### config.mk
export PLATFORM = sky130hd
export DESIGN_NAME = ysyx_23060208_fetch_unit
export DESIGN_NICKNAME = d
export VERILOG_FILES = /design/src/rtl/ysyx_23060208_fetch_unit_pkg.sv /design/src/rtl/ysyx_23060208_fetch_unit_axi_rd_master.sv /design/src/rtl/ysyx_23060208_fetch_unit.sv
export SDC_FILE = /design/constraint.sdc
export NUM_CORES = 1
export LEC_CHECK = 0
export CORE_MARGIN = 4
export CORE_UTILIZATION = 47
export CTS_CLUSTER_DIAMETER = 80
export CTS_CLUSTER_SIZE = 20
export DETAILED_ROUTE_END_ITERATION = 7
export PLACE_DENSITY = 0.81
export SLEW_MARGIN = 20
export SYNTH_ARGS = -nofsm -noshare
export SYNTH_HDL_FRONTEND = slang
export SYNTH_HIERARCHICAL = 1
export SYNTH_SLANG_ARGS = --single-unit
### constraint.sdc
create_clock -name clk -period 3 [get_ports clk]
set_clock_uncertainty 0.1 [all_clocks]
set_input_delay 0.45 -clock clk [delete_from_list [all_inputs] [get_ports clk]]
set_output_delay 0.45 -clock clk [all_outputs]
set_load 0.02 [all_outputs]
### src/rtl/ysyx_23060208_fetch_unit_pkg.sv
// Shared constants for the fetch stage: bus widths, reset PC and AXI response codes.
package ysyx_23060208_fetch_unit_pkg;

    localparam int          EXU_TO_IFU_BUS = 33;
    localparam int          IFU_TO_IDU_BUS = 64;
    localparam logic [31:0] RESET_PC_DEF   = 32'h8000_0000;
    localparam logic [1:0]  RESP_OKAY      = 2'b00;

    function automatic logic pc_misaligned(input logic [31:0] pc);
        return pc[1:0] != 2'b00;
    endfunction

endpackage

### src/rtl/ysyx_23060208_fetch_unit_axi_rd_master.sv
// Single-outstanding AXI-lite read master: registered arvalid/rready, OKAY/error split of the R beat.
module ysyx_23060208_fetch_unit_axi_rd_master
    import ysyx_23060208_fetch_unit_pkg::*;
#(
    parameter int DATA_WIDTH = 32
) (
    input  logic                  clk,
    input  logic                  rst,
    input  logic                  start_i,
    input  logic [DATA_WIDTH-1:0] addr_i,
    output logic [DATA_WIDTH-1:0] araddr_o,
    output logic                  arvalid_o,
    input  logic                  arready_i,
    input  logic [DATA_WIDTH-1:0] rdata_i,
    input  logic [1:0]            rresp_i,
    input  logic                  rvalid_i,
    output logic                  rready_o,
    output logic                  ar_hs_o,
    output logic                  r_ok_o,
    output logic                  r_err_o,
    output logic [DATA_WIDTH-1:0] rdata_o,
    output logic                  done_o
);

    logic                  arvalid_q, arvalid_d;
    logic                  rready_q, rready_d;
    logic [DATA_WIDTH-1:0] araddr_q, araddr_d;
    logic [DATA_WIDTH-1:0] rdata_q, rdata_d;
    logic                  done_q;
    logic                  r_hs;

    assign ar_hs_o = arvalid_q && arready_i;
    assign r_hs    = rready_q && rvalid_i;
    assign r_ok_o  = r_hs && (rresp_i == RESP_OKAY);
    assign r_err_o = r_hs && (rresp_i != RESP_OKAY);

    always_comb begin
        arvalid_d = arvalid_q;
        rready_d  = rready_q;
        araddr_d  = araddr_q;
        rdata_d   = rdata_q;
        if (start_i) begin
            arvalid_d = 1'b1;
            araddr_d  = addr_i;
        end else if (ar_hs_o) begin
            arvalid_d = 1'b0;
            rready_d  = 1'b1;
        end
        if (r_hs) begin
            rready_d = 1'b0;
        end
        if (r_ok_o) begin
            rdata_d = rdata_i;
        end
    end

    always_ff @(posedge clk or negedge rst) begin
        if (!rst) begin
            arvalid_q <= 1'b0;
            rready_q  <= 1'b0;
            araddr_q  <= '0;
            rdata_q   <= '0;
            done_q    <= 1'b0;
        end else begin
            arvalid_q <= arvalid_d;
            rready_q  <= rready_d;
            araddr_q  <= araddr_d;
            rdata_q   <= rdata_d;
            done_q    <= r_ok_o;
        end
    end

    assign araddr_o  = araddr_q;
    assign arvalid_o = arvalid_q;
    assign rready_o  = rready_q;
    assign rdata_o   = rdata_q;
    assign done_o    = done_q;

endmodule

### src/rtl/ysyx_23060208_fetch_unit.sv
// Instruction fetch stage: PC, one AXI-lite read per instruction, IDU handoff, EXU-driven next PC.
// Optional IFU_PERF_CNT_EN adds saturating fetch/stall counters readable through tasks.
//
// state      | meaning
// IDLE       | first cycle after reset release
// FETCH_AR   | address phase, arvalid held until arready
// FETCH_R    | data phase, rready held until rvalid
// ISSUE      | {pc, inst} offered to IDU until allowin
// WAIT_EXU   | waiting for EXU to retire and pick next PC
// HALT       | bad response or misaligned PC; left only by reset
module ysyx_23060208_fetch_unit
    import ysyx_23060208_fetch_unit_pkg::*;
#(
    parameter int          DATA_WIDTH = 32,
    parameter logic [31:0] RESET_PC   = RESET_PC_DEF
) (
    input  logic                      clk,
    input  logic                      rst,
    input  logic [EXU_TO_IFU_BUS-1:0] exu_to_ifu_bus,
    input  logic                      exu_to_ifu_valid,
    output logic [IFU_TO_IDU_BUS-1:0] ifu_to_idu_bus,
    output logic                      ifu_to_idu_valid,
    input  logic                      idu_allowin,
    output logic [DATA_WIDTH-1:0]     isram_araddr,
    output logic                      isram_arvalid,
    input  logic                      isram_arready,
    input  logic [DATA_WIDTH-1:0]     isram_rdata,
    input  logic [1:0]                isram_rresp,
    input  logic                      isram_rvalid,
    output logic                      isram_rready,
    output logic                      ifu_done,
    output logic                      ifu_fault
);

    localparam logic [2:0] S_IDLE     = 3'd0;
    localparam logic [2:0] S_FETCH_AR = 3'd1;
    localparam logic [2:0] S_FETCH_R  = 3'd2;
    localparam logic [2:0] S_ISSUE    = 3'd3;
    localparam logic [2:0] S_WAIT_EXU = 3'd4;
    localparam logic [2:0] S_HALT     = 3'd5;

    logic [2:0]            state_q, state_d;
    logic [DATA_WIDTH-1:0] pc_q, pc_d;
    logic                  fault_q, fault_d;
    logic [DATA_WIDTH-1:0] next_pc;
    logic [DATA_WIDTH-1:0] inst;
    logic                  start, ar_hs, r_ok, r_err;

    ysyx_23060208_fetch_unit_axi_rd_master #(
        .DATA_WIDTH(DATA_WIDTH)
    ) u_rd (
        .clk       (clk),
        .rst       (rst),
        .start_i   (start),
        .addr_i    (pc_d),
        .araddr_o  (isram_araddr),
        .arvalid_o (isram_arvalid),
        .arready_i (isram_arready),
        .rdata_i   (isram_rdata),
        .rresp_i   (isram_rresp),
        .rvalid_i  (isram_rvalid),
        .rready_o  (isram_rready),
        .ar_hs_o   (ar_hs),
        .r_ok_o    (r_ok),
        .r_err_o   (r_err),
        .rdata_o   (inst),
        .done_o    (ifu_done)
    );

    always_comb begin
        state_d = state_q;
        pc_d    = pc_q;
        fault_d = fault_q;
        start   = 1'b0;
        next_pc = exu_to_ifu_bus[DATA_WIDTH] ? exu_to_ifu_bus[DATA_WIDTH-1:0]
                                             : pc_q + DATA_WIDTH'(4);
        case (state_q)
            S_IDLE: begin
                state_d = S_FETCH_AR;
                start   = 1'b1;
            end
            S_FETCH_AR: if (ar_hs) state_d = S_FETCH_R;
            S_FETCH_R: begin
                if (r_ok) begin
                    state_d = S_ISSUE;
                end else if (r_err) begin
                    fault_d = 1'b1;
                    state_d = S_HALT;
                end
            end
            S_ISSUE: if (idu_allowin) state_d = S_WAIT_EXU;
            S_WAIT_EXU: begin
                if (exu_to_ifu_valid) begin
                    // A misaligned target stops here without committing it to pc.
                    if (pc_misaligned(next_pc)) begin
                        fault_d = 1'b1;
                        state_d = S_HALT;
                    end else begin
                        pc_d    = next_pc;
                        state_d = S_FETCH_AR;
                        start   = 1'b1;
                    end
                end
            end
            S_HALT:  state_d = S_HALT;
            default: state_d = S_HALT;
        endcase
    end

    always_ff @(posedge clk or negedge rst) begin
        if (!rst) begin
            state_q <= S_IDLE;
            pc_q    <= RESET_PC;
            fault_q <= 1'b0;
        end else begin
            state_q <= state_d;
            pc_q    <= pc_d;
            fault_q <= fault_d;
        end
    end

    assign ifu_to_idu_valid = (state_q == S_ISSUE);
    assign ifu_to_idu_bus   = ifu_to_idu_valid ? {pc_q, inst} : '0;
    assign ifu_fault        = fault_q;

    exu_valid_only_in_wait: assert property (
        @(posedge clk) disable iff (!rst) exu_to_ifu_valid |-> (state_q == S_WAIT_EXU));

`ifdef IFU_PERF_CNT_EN
    logic [31:0] fetch_cnt_q, stall_cnt_q;
    logic        stall;

    assign stall = (isram_arvalid && !isram_arready) || (isram_rready && !isram_rvalid);

    always_ff @(posedge clk or negedge rst) begin
        if (!rst) begin
            fetch_cnt_q <= '0;
            stall_cnt_q <= '0;
        end else begin
            if (r_ok && fetch_cnt_q != 32'hFFFF_FFFF) fetch_cnt_q <= fetch_cnt_q + 32'd1;
            if (stall && stall_cnt_q != 32'hFFFF_FFFF) stall_cnt_q <= stall_cnt_q + 32'd1;
        end
    end

    task get_ifu_fetch_cnt(output int cnt);
        cnt = int'(fetch_cnt_q);
    endtask

    task get_ifu_stall_cnt(output int cnt);
        cnt = int'(stall_cnt_q);
    endtask
`endif

endmodule

==> flow_summary.html, run 1 <==
<table>
<tr><th>Metric</th><th>Value</th></tr>
<tr><th colspan="2">Status</th></tr>
<tr><td>Run status</td><td>finished clean</td></tr>
<tr><th colspan="2">Job</th></tr>
<tr><td>Max-Cap Viols</td><td>0</td></tr>
<tr><th colspan="2">Drt</th></tr>
<tr><td>DR pass1 iterations</td><td>5</td></tr>
<tr><td>Average wire length per cell after detail routing</td><td>20.8 microns</td></tr>
<tr><td>First DRT Iteration DRCs</td><td>442</td></tr>
<tr><td>Via density per instance</td><td>6.11</td></tr>
<tr><td>Total via count in the routed design</td><td>5047</td></tr>
<tr><td>ANT nets after route</td><td>0</td></tr>
<tr><td># DRC</td><td>0</td></tr>
<tr><td>Detailed Route WL</td><td>17200 microns</td></tr>
<tr><th colspan="2">Placement</th></tr>
<tr><td>Number of port buffers</td><td>173</td></tr>
<tr><td>Routability congestion estimate</td><td>0.903</td></tr>
<tr><td>Total half-perimeter wirelength after legalization and detailed placement</td><td>12200 microns</td></tr>
<tr><td>Post-Place Cells</td><td>811</td></tr>
<tr><th colspan="2">Synthesis</th></tr>
<tr><td>Mapped cell area</td><td>0.00559 sq mm</td></tr>
<tr><td>Number of enable-type register cells in the synthesized netlist</td><td>0</td></tr>
<tr><td>Cells after Synth</td><td>521</td></tr>
<tr><td>Distinct cell type count of the synthesized netlist</td><td>58</td></tr>
<tr><td>Synthesis-stage register bit count</td><td>103</td></tr>
<tr><td>Synth warn</td><td>6</td></tr>
<tr><td>Fraction of the yosys area taken by sequential cells</td><td>46.1%</td></tr>
<tr><td>Per-instance average area after synthesis</td><td>10.7 sq um</td></tr>
<tr><td>Net count after synthesis</td><td>595</td></tr>
<tr><td>Fraction of registers with async set/reset</td><td>100%</td></tr>
<tr><td>Post-synth top flop</td><td>dfrtp_1</td></tr>
<tr><th colspan="2">Critical path</th></tr>
<tr><td>Critical register-to-register path startpoint</td><td>pc_q[2]</td></tr>
<tr><td>Data required time at the worst endpoint</td><td>2.45 ns</td></tr>
<tr><td>Capturing element type of the critical path</td><td>output port</td></tr>
<tr><td>Largest fanout of any net on the critical path</td><td>44</td></tr>
<tr><td>Setup Crit Path Kind</td><td>register to output port</td></tr>
<tr><td>Critical path startpoint</td><td>state_q[0]</td></tr>
<tr><td>Category of the worst setup path launch point</td><td>register</td></tr>
<tr><td>Critical Path AT</td><td>2.25 ns</td></tr>
<tr><th colspan="2">Power and ir drop</th></tr>
<tr><td>Maximum ir drop on the vdd rail</td><td>0.000350 V</td></tr>
<tr><td>Internal power of the cells</td><td>2.24 mW</td></tr>
<tr><td>Power density over the cells</td><td>361 mW/mm^2</td></tr>
<tr><td>Sw Ratio</td><td>20.3%</td></tr>
<tr><td>Clock Power Share</td><td>44.5%</td></tr>
<tr><td>Net switching power figure</td><td>0.569 mW</td></tr>
<tr><td>Cell leakage power</td><td>3.52 nW</td></tr>
<tr><td>Sequential Power Share</td><td>49.5%</td></tr>
<tr><td>Proportion of power drawn by combinational gates</td><td>6.0%</td></tr>
<tr><td>Power consumption</td><td>2.81 mW</td></tr>
<tr><th colspan="2">Timing</th></tr>
<tr><td>Tmin final</td><td>2.80 ns</td></tr>
<tr><td>Count of pins over their slew limit</td><td>0</td></tr>
<tr><td>Setup TNS</td><td>0 ns</td></tr>
<tr><td>Hold Fails Final Rpt</td><td>0</td></tr>
<tr><td>Slew headroom</td><td>57.8%</td></tr>
<tr><td>Setup repair after global routing missed its margin</td><td>false</td></tr>
<tr><td>Final Setup Violations</td><td>0</td></tr>
<tr><td>Slew at the pin with the worst max-slew slack</td><td>0.633 ns</td></tr>
<tr><td>Max Clk Rate</td><td>0.358 GHz</td></tr>
<tr><td>Final period utilization</td><td>93.2%</td></tr>
<tr><th colspan="2">Clocking</th></tr>
<tr><td>CTS Buffer Depth</td><td>2</td></tr>
<tr><td>Number of CTS-inserted buffers</td><td>9</td></tr>
<tr><td>Post-cts hold buffer count</td><td>0</td></tr>
<tr><td>Maximum level of the CTS H-tree</td><td>3</td></tr>
<tr><td>Worst skew pair latency</td><td>0.35 ns</td></tr>
<tr><td>Worst-path clk slew</td><td>0.06 ns</td></tr>
<tr><td>Buffer count from post-CTS setup fixing</td><td>0</td></tr>
<tr><td>Count of clock tree sinks</td><td>103</td></tr>
<tr><td>CTS root buffer</td><td>clkbuf_16</td></tr>
<tr><td>Clock tree from TritonCTS</td><td>built</td></tr>
<tr><th colspan="2">GRT</th></tr>
<tr><td>Maximum number of pins on one net before global-route repair</td><td>58</td></tr>
<tr><td>First-pass GRT wire length</td><td>27300 microns</td></tr>
<tr><td>GR Overflow Total</td><td>0</td></tr>
<tr><td>Via count of the first global-routing pass</td><td>5210</td></tr>
<tr><td>Antenna violations before repair</td><td>0</td></tr>
<tr><td>Combined global-route utilization of all metal layers</td><td>25.6%</td></tr>
<tr><th colspan="2">Floorplanning</th></tr>
<tr><td>Number of standard-cell rows in the floorplan</td><td>39</td></tr>
<tr><td>Core area</td><td>0.0115 sq mm</td></tr>
<tr><td>Number of placed I/O pins</td><td>174</td></tr>
<tr><td>Horiz. Die Dim</td><td>117 microns</td></tr>
<tr><td>Area of the die</td><td>0.0137 sq mm</td></tr>
<tr><td>Effective utilization at floorplan</td><td>48.6%</td></tr>
<tr><td>Die Y</td><td>117 microns</td></tr>
<tr><th colspan="2">Finish</th></tr>
<tr><td>Layout overhead on the synthesized area</td><td>39.0%</td></tr>
<tr><td>Nets@finish</td><td>753</td></tr>
<tr><td>Non-filler cells, final</td><td>826</td></tr>
<tr><td>Number of antenna repair diodes</td><td>0</td></tr>
<tr><td>Proportion of layout cells with a drive suffix above 1</td><td>16.5%</td></tr>
<tr><td>End-of-flow core utilization</td><td>67.5%</td></tr>
<tr><th colspan="2">Hold path</th></tr>
<tr><td>Worst min path class</td><td>primary input to asynchronous set/reset pin</td></tr>
</table>
[registers in the layout, indices dropped and copies added (netlist names)]
name,count
u_rd/rdata_o,32
state_q,3
u_rd/araddr_o,32
pc_q,32
ifu_fault,1
u_rd/rready_o,1
u_rd/done_o,1
u_rd/arvalid_o,1
[repair_timing]
item	4_1_cts	5_1_grt
endpoints found under the setup margin	0	1
endpoints found under the hold margin	0	0
gates resized for setup	0	1
[power groups by stage]
stage	combinational, mW	clock [mW]	sequential, mW
final	0.168	1.25	1.39
after CTS	0.171	1.28	1.39
after global routing	0.182	1.34	1.39
after global placement	0.166	0	1.41
after floorplan	0.0262	0	1.42
after detailed placement	0.170	0	1.41
[cells in the mapped netlist (4+ instances only)]
library cell / instances / area, sq um
a22oi_1: 12 / 90.1
nand2_1: 18 / 67.6
mux2_2: 36 / 405
o21ai_0: 9 / 45.0
o22ai_1: 11 / 68.8
or4_1: 5 / 37.5
nand4_1: 24 / 150
nor3_1: 18 / 90.1
and3_1: 71 / 444
a211oi_1: 4 / 30.0
nor4_1: 13 / 81.3
inv_1: 11 / 41.3
mux2_4: 29 / 435
a21oi_1: 9 / 45.0
and4_1: 8 / 70.1
and2_1: 5 / 31.3
a32oi_1: 4 / 35.0
dfrtp_1: 102 / 2550
clkbuf_1: 28 / 105
nand3_1: 15 / 75.1
a311oi_1: 6 / 52.6
buf_2: 13 / 65.1
nor2_1: 17 / 63.8
[cell families after synthesis]
kind of cell,share of synthesized area [%]
AO/OA/AOI/OAI,10.4
adder cells (fa/ha/maj),0.224
buffers and inverters,5.15
flip-flops,46.1
multiplexers,15.2
AND/OR/NAND/NOR,22.8
[metrics by stage]
stage | instance area (sq um) | hold WS [ns] | setup WS [ns]
3_3_place_gp | 7460 | 0.354 | 0.180
3_5_place_dp | 7460 | 0.365 | 0.180
5_1_grt | 7770 | 0.0490 | 0.0977
4_1_cts | 7770 | 0.0338 | 0.133
6_report | 7770 | 0.00161 | 0.205
2_1_floorplan | 5590 | 0.0544 | 0.535
[final timing paths]
| kind | end | slack [ns] | cells past startpoint |
|---|---|---|---|
| max | ifu_to_idu_bus[16] | 0.20 | 5 |
| min | u_rd/rdata_o[2] | 0.002 | 1 |
| max reg2reg | u_rd/araddr_o[20] | 0.34 | 6 |
| min reg2reg | ifu_fault | 0.38 | 1 |
| max in group asynchronous | state_q[1] | 2.02 | 2 |
| min in group clk | ifu_fault | 0.38 | 1 |
[cells in the final DEF, fill, tap and decap left out, types with 3 or more instances in the layout]
cell             count
o22ai_1             11
nand3_1             15
clkbuf_16            9
a311oi_1             6
nand2_1             18
mux2_4              29
nor4_1              13
nor3_1              18
mux2_2              36
a32oi_1              4
nand4_1             24
or4_1                5
a211o_1              3
inv_1               11
o211ai_1             3
a22oi_1             12
or3_1                3
buf_4               19
o21ai_0              9
and4_1               8
a21oi_1              9
and3_1              71
nor2_1              16
nor3b_1              3
a211oi_1             4
and2_1               5
dfrtp_1            101
clkdlybuf4s50_1    172
o21a_1               3
[metal layers]
layer | share of wire, % | track usage (%) | vias up | routed length, microns
met2 | 48 | 41.8 | 266 | 8200
met5 | 0 | 0 | - | 0
met4 | 1.8 | 8.26 | 0 | 310
li1 | - | - | 2299 | -
met3 | 8.9 | 7.46 | 28 | 1540
met1 | 42 | 32.9 | 2454 | 7170
[worst max-delay path, cell delays in order, from the launching register on]
cell,delay (ns)
dfrtp_1,0.42
inv_1,0.15
nor2_4,0.11
buf_4,0.35
and3_1,0.25
clkdlybuf4s50_1,0.61
[layout make-up]
type	count	area (sq um)
fillers	891	3740
multi-input cells	361	2750
flip-flops and latches	103	2580
repair buffers	193	1900
clock buffers	12	246
well taps	143	179
clock inverters	3	67.6
inverters	11	41.3
No activity file was read; power rests on OpenSTA's default activity.
==> inputs of run 2 (changes only) <==
--- a/config.mk
+++ b/config.mk
@@ -10,6 +10,7 @@
 export CTS_CLUSTER_DIAMETER = 80
 export CTS_CLUSTER_SIZE = 20
 export DETAILED_ROUTE_END_ITERATION = 7
+export GPL_TIMING_DRIVEN = 1
 export PLACE_DENSITY = 0.81
 export SLEW_MARGIN = 20
 export SYNTH_ARGS = -nofsm -noshare
==> results of run 2 <==
No change in the layout: final DEF, timing and power equal those of run 1.
